--- src/rtl/mem_dma_pkg.sv ---
// mem_dma_pkg: shared widths and state/direction encodings for the block-copy engine.
//   MEM_DW/MEM_AW/MEM_LW - default data, address and length widths
//   state_t              - copy FSM states
//   dir_t                - copy direction (ascending / descending addresses)
package mem_dma_pkg;
  localparam int MEM_DW = 16;
  localparam int MEM_AW = 16;
  localparam int MEM_LW = 16;
  typedef enum logic [1:0] {IDLE, COPY, DRAIN, DONE} state_t;
  typedef enum logic {ASC, DESC} dir_t;
endpackage

--- src/rtl/mem_dma.sv ---
// mem_dma: memmove-style block copier driving a memory read port and write port, one word per clock.
//   clk, rst_n        - clock, asynchronous active-low reset
//   start/src/dst/len - copy request, sampled while not busy
//   busy, done        - copy in progress, one-cycle completion pulse
//   rd_addr, rd_data  - read port (data combinational from address)
//   wr_en/addr/data   - write port
module mem_dma
  import mem_dma_pkg::*;
#(
  parameter int DW = MEM_DW,
  parameter int AW = MEM_AW,
  parameter int LW = MEM_LW
) (
  input  logic          clk,
  input  logic          rst_n,
  input  logic          start,
  input  logic [AW-1:0] src,
  input  logic [AW-1:0] dst,
  input  logic [LW-1:0] len,
  output logic          busy,
  output logic          done,
  output logic [AW-1:0] rd_addr,
  input  logic [DW-1:0] rd_data,
  output logic          wr_en,
  output logic [AW-1:0] wr_addr,
  output logic [DW-1:0] wr_data
);
  state_t        state_q, state_d;
  dir_t          dir_q, dir_d;
  logic [AW-1:0] sp_q, sp_d, dp_q, dp_d, wr_addr_q, wr_addr_d, step, last;
  logic [LW-1:0] rem_q, rem_d;
  logic [DW-1:0] wr_data_q, wr_data_d;
  logic          busy_q, busy_d, done_q, done_d, wr_en_q, wr_en_d;
  logic          accept, desc;
  always_comb begin
    accept    = start && (state_q == IDLE || state_q == DONE);
    // copying towards higher addresses must start from the top so unread source words are never clobbered
    desc      = dst > src;
    last      = AW'(len) - AW'(1);
    step      = (dir_q == DESC) ? '1 : AW'(1);
    state_d   = state_q;
    dir_d     = dir_q;
    sp_d      = sp_q;
    dp_d      = dp_q;
    rem_d     = rem_q;
    wr_addr_d = wr_addr_q;
    wr_data_d = wr_data_q;
    if (accept) begin
      rem_d   = len;
      dir_d   = desc ? DESC : ASC;
      state_d = (len == '0) ? DONE : COPY;
      if (len != '0) begin
        sp_d = desc ? src + last : src;
        dp_d = desc ? dst + last : dst;
      end
    end else if (state_q == COPY) begin
      sp_d      = sp_q + step;
      dp_d      = dp_q + step;
      rem_d     = rem_q - LW'(1);
      wr_addr_d = dp_q;
      wr_data_d = rd_data;
      state_d   = (rem_q == LW'(1)) ? DRAIN : COPY;
    end else if (state_q == DRAIN) begin
      state_d = DONE;
    end else if (state_q == DONE) begin
      state_d = IDLE;
    end
    wr_en_d = state_q == COPY;
    busy_d  = state_d == COPY || state_d == DRAIN;
    done_d  = state_d == DONE;
  end
  always_ff @(posedge clk or negedge rst_n) begin
    if (!rst_n) begin
      state_q   <= IDLE;
      dir_q     <= ASC;
      sp_q      <= '0;
      dp_q      <= '0;
      rem_q     <= '0;
      wr_addr_q <= '0;
      wr_data_q <= '0;
      wr_en_q   <= 1'b0;
      busy_q    <= 1'b0;
      done_q    <= 1'b0;
    end else begin
      state_q   <= state_d;
      dir_q     <= dir_d;
      sp_q      <= sp_d;
      dp_q      <= dp_d;
      rem_q     <= rem_d;
      wr_addr_q <= wr_addr_d;
      wr_data_q <= wr_data_d;
      wr_en_q   <= wr_en_d;
      busy_q    <= busy_d;
      done_q    <= done_d;
    end
  end
  assign busy    = busy_q;
  assign done    = done_q;
  assign rd_addr = sp_q;
  assign wr_en   = wr_en_q;
  assign wr_addr = wr_addr_q;
  assign wr_data = wr_data_q;
endmodule

--- config.mk ---
export PLATFORM = sky130hd
export DESIGN_NAME = mem_dma
export DESIGN_NICKNAME = d
export VERILOG_FILES = /design/src/rtl/mem_dma_pkg.sv /design/src/rtl/mem_dma.sv
export SDC_FILE = /design/constraint.sdc
export NUM_CORES = 1
export LEC_CHECK = 0
export ABC_AREA = 1
export CAP_MARGIN = 20
export CORE_MARGIN = 2
export CORE_UTILIZATION = 56
export CTS_BUF_LIST = sky130_fd_sc_hd__clkbuf_4 sky130_fd_sc_hd__clkbuf_8 sky130_fd_sc_hd__clkbuf_16
export DETAILED_ROUTE_END_ITERATION = 6
export MAX_ROUTING_LAYER = met4
export PLACE_DENSITY = 0.82
export SKIP_LAST_GASP = 1
export SLEW_MARGIN = 20
export SYNTH_ARGS = -nofsm -noshare
export SYNTH_HDL_FRONTEND = slang
export SYNTH_SLANG_ARGS = --single-unit
--- constraint.sdc ---
create_clock -name clk -period 3.2 [get_ports clk]
set_input_delay 0.64 -clock clk [delete_from_list [all_inputs] [get_ports clk]]
set_output_delay 0.64 -clock clk [all_outputs]
set_load 0.01 [all_outputs]
==> qor.yml, run 1 <==
hold_viol_final: 0
worst_skew_pair.late_latency_ns: 0.37
cts.reportedPaths.clkPinSlew_ns: 0.07
grt_util_met2: 0.5628
h-tree-depth: 3
final_nets: 1534
dp_cells: 1542
pre_cts_ws_ns: -0.5087
yosysTopAreaCellShare: 0.2667
drt_iter0_markers: 712
n_antenna_cell: 0
finalSetupViolations: 0
die_y_um: 124.0
grt_use_met3: 0.05998
yosys_warnings: 0
synth.largest_area_cell: "dfrtp_1"
ys.flop_type: "dfrtp_1"
min_path_type: "in2async"
io_pins: 118
core_area_mm2: 0.01399
drcViolationCount: 0
dr.pass1.iters: 6
yosysMostFrequentCell: "nand2_1"
place.gp.congestion: 0.9630
layout.cells.non_filler: 1562
grt_pass1_vias: 8104
synth_edf_count: 0
grt_pass1_wl_um: 40140
fmax_mhz: 331.5
crit_arrival_ns: 3.32
rows: 43
avgSynthCellArea_um2: 6.949
yosys-top-cells-area: "dfrtp_1, nand2_1, ha_1"
crit_path_max_fanout: 6
ir_drop_mv: 0.5379
antenna_found_initial: 0
status: "completed"
power_density_mw_per_mm2: 993.7
setup_slack_ns: 0.1832
period_needed_ns: 3.017
synthToLayoutAreaGrowth_pct: 33.87
period_share: 0.9427
crit_path_end_kind: "flip-flop"
leakagePower_nw: 5.535
critPathLaunchType: "input port"
die_w_um: 124.0
syn-instance-count: 1161
wl_per_cell_um: 16.46
detailed_place_hpwl_um: 19920
cts.sinks: 86
synthTopCellsByCount: "nand2_1, inv_1, a21oi_1, nor2_1"
vias: 8613
cts_root_buf: "clkbuf_16"
overflow: 0
max_cap_viol_count: 0
synth-seq-cells: 86
dpl_cell_area_mm2: 0.01021
netlist_area_mm2: 0.008068
syn_nets: 1318
ant_nets: 0
fin_skew_ns: 0.01297
path_class: "in2reg"
yosysSeqAreaShare: 0.2667
fin_area_mm2: 0.01080
numCtsBuffers: 9
worst_pin_slew_ns: 0.5685
async_reset_ff_frac: 1.000
initial_core_util: 0.5767
ctsLongestPathBuffers: 2
grt_util_met1: 0.4475
drt-vias-per-instance: 5.514
hold_buffers: 0
grt_use_total: 0.3506
finish.utilization: 0.7721
die-area_mm2: 0.01538
cts_tree: "done"
slew_headroom: 0.6196
io_buffers: 117
grt_start_max_net_pins: 47
layout-drive-gt1-share: 0.1469
final_max_slew_viol_count: 0
top_usage_layer: "met2"
routed_wl_um: 25710
worstPathRequired_ns: 3.50
synth_cell_type_count: 39
## power by group
part	internal, mW	leakage [nW]	switching, mW
Combinational	3.10	4.36	4.32
Clock	0.704	0.162	0.514
Sequential	1.68	1.01	0.411
## state kept, by name, indices dropped and copies added, names as in the netlist
name and cells:
busy 1, wr_en 1, rem_q 16, dp_q 16
rd_addr 16, wr_addr 16, state_q 2, wr_data 16
done 1, dir_q 1
## cell usage in the layout, fill, tap and decap left out, types with 3 or more instances in the layout
cell type | netlist | routed
nand3b_1 | 9 | 9
o21ai_0 | 57 | 56
a31oi_1 | 4 | 4
o211ai_1 | 9 | 9
nand3_1 | 77 | 75
o221ai_1 | 8 | 8
inv_1 | 143 | 138
dlymetal6s2s_1 | 0 | 8
fa_1 | 4 | 4
nand4_1 | 9 | 9
nor2_2 | 2 | 8
mux2_2 | 24 | 24
a21o_1 | 6 | 6
ha_1 | 86 | 79
o21bai_1 | 9 | 9
a21oi_1 | 115 | 113
nor3_1 | 9 | 7
xnor2_1 | 19 | 18
ha_4 | 0 | 5
a21boi_0 | 5 | 4
clkdlybuf4s50_1 | 0 | 108
nand2_2 | 7 | 11
nand2_1 | 292 | 286
nor2_1 | 109 | 103
dfrtp_1 | 86 | 86
inv_2 | 1 | 6
inv_8 | 0 | 3
buf_4 | 0 | 111
buf_12 | 0 | 4
xor2_1 | 33 | 32
clkbuf_16 | 0 | 9
## through the flow
stage          hold WS [ns]  TNS [ns]  power (mW)
6_report             0.2574         0       10.73
3_3_place_gp         0.4878    -4.507       9.092
2_1_floorplan        0.3444         0       6.913
5_1_grt              0.3123  -0.03047       11.69
4_1_cts              0.2852  -0.07888       10.61
3_5_place_dp         0.4973    -5.862       9.292
## area by class of cell
type / instances / area [µm²]
Inverter: 145 / 544.3
Clock buffer: 9 / 225.2
Fill cell: 1052 / 3188
Tap cell: 180 / 225.2
Sequential cell: 86 / 2152
Clock inverter: 7 / 110.1
Multi-Input combinational cell: 904 / 5449
Timing Repair Buffer: 231 / 2095
## kinds of logic after synthesis
logic type | share of synthesized area
adder cells (fa/ha/maj) | 0.1433
AND/OR/NAND/NOR | 0.2667
buffers and inverters | 0.08235
XOR/XNOR | 0.05645
multiplexers | 0.03350
flip-flops | 0.2667
AO/OA/AOI/OAI | 0.1509
## repair_timing
item | in CTS | in global routing
pin swaps | 0 | 15
setup endpoints to repair | 4 | 17
gates resized for setup | 7 | 43
buffers inserted | 0 | 4
## worst max-delay path: stages
cell and delay [ns]:
clkdlybuf4s50_1 0.45, nor2_2 0.15, nand2_1 0.09, nor3_1 0.14, buf_4 0.15, xor2_1 0.06
buf_4 0.16, ha_2 0.38, nand2_1 0.09, nor2_1 0.15, nand3_1 0.13, a31o_2 0.26
nand3_1 0.06, nand2_1 0.14, nand2_1 0.11, nand2_1 0.08, nand2_1 0.09
## final timing paths
| path | start | to | slack (ns) | cells after the start |
|---|---|---|---|---|
| max | len[8] | dp_q[12] | 0.18 | 17 |
| min | rst_n | rd_addr[13] | 0.26 | 1 |
| max reg2reg | dir_q | rd_addr[10] | 0.63 | 12 |
| min reg2reg | wr_data[12] | wr_data[12] | 0.51 | 1 |
| max in group asynchronous | rst_n | rem_q[3] | 2.20 | 2 |
| min in group clk | wr_data[12] | wr_data[12] | 0.51 | 1 |
## per-layer routing
metal  wire length, µm  share of wire  vias up
met5                 0              0        -
met4               852          0.033        0
met3              1683          0.065       70
met2             12080           0.47      317
met1             11100           0.43     3967
li1                  -              -     4259
Power figures use the tool's default switching activity.
==> run 2: changes to the inputs <==
==> constraint.sdc (replaced) <==
create_clock -name clk -period 3.4 [get_ports clk]
set_input_delay 0.68 -clock clk [delete_from_list [all_inputs] [get_ports clk]]
set_output_delay 0.68 -clock clk [all_outputs]
set_load 0.01 [all_outputs]
==> run 2 against run 1 <==
- clock power shrank 20%
- design area decreased by 2.1%
- the run now ends with DRC left
- die area unchanged
- routed wire length shrank 4.9%
- final cell count down 0.70%
- non-clock buffer count shrank 11
- worst setup slack better by 0.073 ns
- total power fell by 8.9%
- global-route usage fell by 1.0 points
- critical path type unchanged
==> qor.yml, run 2 (synthesized netlist as in run 1, its figures left out) <==
cts.sinks: 86  # unchanged
period_needed_ns: 3.144
path_class: "in2reg"  # unchanged
overflow: 0  # unchanged
fin_skew_ns: 0.01299  # was 0.01297 ns
crit_arrival_ns: 3.40  # was 3.32 ns
ctsLongestPathBuffers: 2  # unchanged
antenna_found_initial: 0  # unchanged
die_y_um: 124.0  # unchanged
nFillCells: 1118  # was 1052
initial_core_util: 0.5767  # unchanged
numCtsBuffers: 9  # unchanged
final_cell_mix: "nand2_1, inv_1, clkdlybuf4s50_1"  # was nand2_1, inv_1, a21oi_1
pre_cts_ws_ns: -0.3236  # was -0.5087 ns
r2r.worst_path.cells: 12  # unchanged
violations: "DRC"
grt_start_max_net_pins: 75  # was 47
ant_nets: 0  # unchanged
p_total_mw: 9.777  # was 10.73 mW
h-tree-depth: 3  # unchanged
synthToLayoutAreaGrowth_pct: 31.09  # was 33.87%
setup_slack_ns: 0.2562  # was 0.1832 ns
final_nets: 1523  # was 1534
slowest_delay_ns: 0.41  # was 0.45 ns
n_antenna_cell: 0  # unchanged
leakagePower_nw: 5.385  # was 5.535 nW
min_path_type: "in2async"  # unchanged
dr.pass1.iters: 7  # was 6
critPathLaunchType: "input port"  # unchanged
power_density_mw_per_mm2: 924.4  # was 993.7 mW/mm²
place.gp.congestion: 0.9640  # was 0.9630
detailed_place_hpwl_um: 18960  # was 19920 µm
layout_commonest_cell: "nand2_1"  # unchanged
cp.depth: 26  # was 17
reg2reg_slack_ns: 0.84  # was 0.63 ns
rsz0062_at_grt: "yes"
grt_use_total: 0.3405  # was 0.3506
crit_path_max_fanout: 3  # was 6
status: "finished, violations left"  # was completed
period_share: 0.9247
cts_tree: "done"  # unchanged
drcViolationCount: 1  # was 0
core_area_mm2: 0.01399  # unchanged
die-area_mm2: 0.01538  # unchanged
crit_start: "len[0]"  # was len[8]
worstPathRequired_ns: 3.65  # was 3.50 ns
crit_path_end_kind: "flip-flop"  # unchanged
routed_wl_um: 24470  # was 25710 µm
reg2reg_from: "dir_q"  # unchanged
layout-drive-gt1-share: 0.1342  # was 0.1469
crit_path_top_delay_cell: "clkdlybuf4s50_1"  # unchanged
ir_drop_mv: 0.6966  # was 0.5379 mV
fmax_mhz: 318.1
max_cap_viol_count: 0  # unchanged
worstReg2RegEnd: "rd_addr[10]"  # unchanged
cp_common_cell: "nand2_1"  # unchanged
wl_per_cell_um: 15.77  # was 16.46 µm
io_buffers: 117  # unchanged
hold_viol_final: 0  # unchanged
worst_skew_pair.late_latency_ns: 0.36  # was 0.37 ns
io_pins: 118  # unchanged
vias: 8518  # was 8613
drt-vias-per-instance: 5.492  # was 5.514
die_w_um: 124.0  # unchanged
final_max_slew_viol_count: 0  # unchanged
drt_iter0_markers: 695  # was 712
grt_pass1_vias: 8035  # was 8104
rows: 43  # unchanged
cts.reportedPaths.clkPinSlew_ns: 0.07  # about the same
grt_pass1_wl_um: 39240  # was 40140 µm
finalSetupViolations: 0  # unchanged
cp_num_buf_inv: 6  # was 3
worst_pin_slew_ns: 0.4845  # was 0.5685 ns
slew_headroom: 0.6758  # was 0.6196
critPathTopFamily: "simple AND/OR/NAND/NOR gates"  # unchanged
cts_root_buf: "clkbuf_16"  # unchanged
==> run 2: changes by cell type in the layout (fill, tap and decap cells not counted), moves of 3 or more <==
cell,delta
ha_4,-3
inv_2,-3
inv_1,+3
clkdlybuf4s50_1,+6
dlymetal6s2s_1,-6
ha_1,+3
buf_4,-11
==> run 2: how the worst max path moves through the flow <==
stage / to / slack, ns
2_1_floorplan: dp_q[15] / 0.29
3_3_place_gp: rd_addr[13] / -0.27
3_5_place_dp: rd_addr[15] / -0.32
4_1_cts: rd_addr[15] / 0.05
5_1_grt: rd_addr[15] / -0.02
6_report: rd_addr[15] / 0.26
==> run 2: final cells by class <==
| type | instances | area, µm² | share of cell area |
|---|---|---|---|
| clock buffers | 10 | 232.7 | 0.02200 |
| clock inverters | 6 | 53.80 | 0.005087 |
| inverters | 145 | 544.3 | 0.05146 |
| multi-input cells | 904 | 5371 | 0.5079 |
| flip-flops and latches | 86 | 2152 | 0.2035 |
| well taps | 180 | 225.2 | 0.02129 |
| repair buffers | 220 | 1997 | 0.1888 |
==> run 2: stage by stage <==
stage / util / TNS [ns] / cell area, µm² / std cells / hold slack [ns]
6_report: 0.7561 / 0 / 10580 / 1551 / 0.1678
5_1_grt: 0.7561 / -0.02029 / 10580 / 1551 / 0.1732
4_1_cts: 0.7464 / 0 / 10440 / 1549 / 0.1651
3_5_place_dp: 0.7259 / -2.515 / 10150 / 1533 / 0.4951
3_3_place_gp: 0.7259 / -1.674 / 10150 / 1533 / 0.4877
2_1_floorplan: - / 0 / 8068 / 1161 / 0.3844
==> run 2: routing by layer <==
| layer | GRT usage | vias up | share of wire |
|---|---|---|---|
| met5 | - | - | 0 |
| met3 | 0.06731 | 63 | 0.080 |
| li1 | - | 4243 | - |
| met4 | 0.1264 | 0 | 0.029 |
| met2 | 0.5292 | 336 | 0.46 |
| met1 | 0.4420 | 3876 | 0.43 |
==> run 2: where the power goes <==
group          switching (mW)  internal [mW]  leakage, nW
clock                   0.460          0.517        0.139
sequential              0.370           1.59         1.01
combinational            3.97           2.87         4.24
==> run 2: what timing repair did <==
action	CTS	global route
hold buffers	0	0
buffers inserted	0	2
endpoints found under the hold margin	0	0
setup endpoints to repair	0	13
resized for setup	0	31
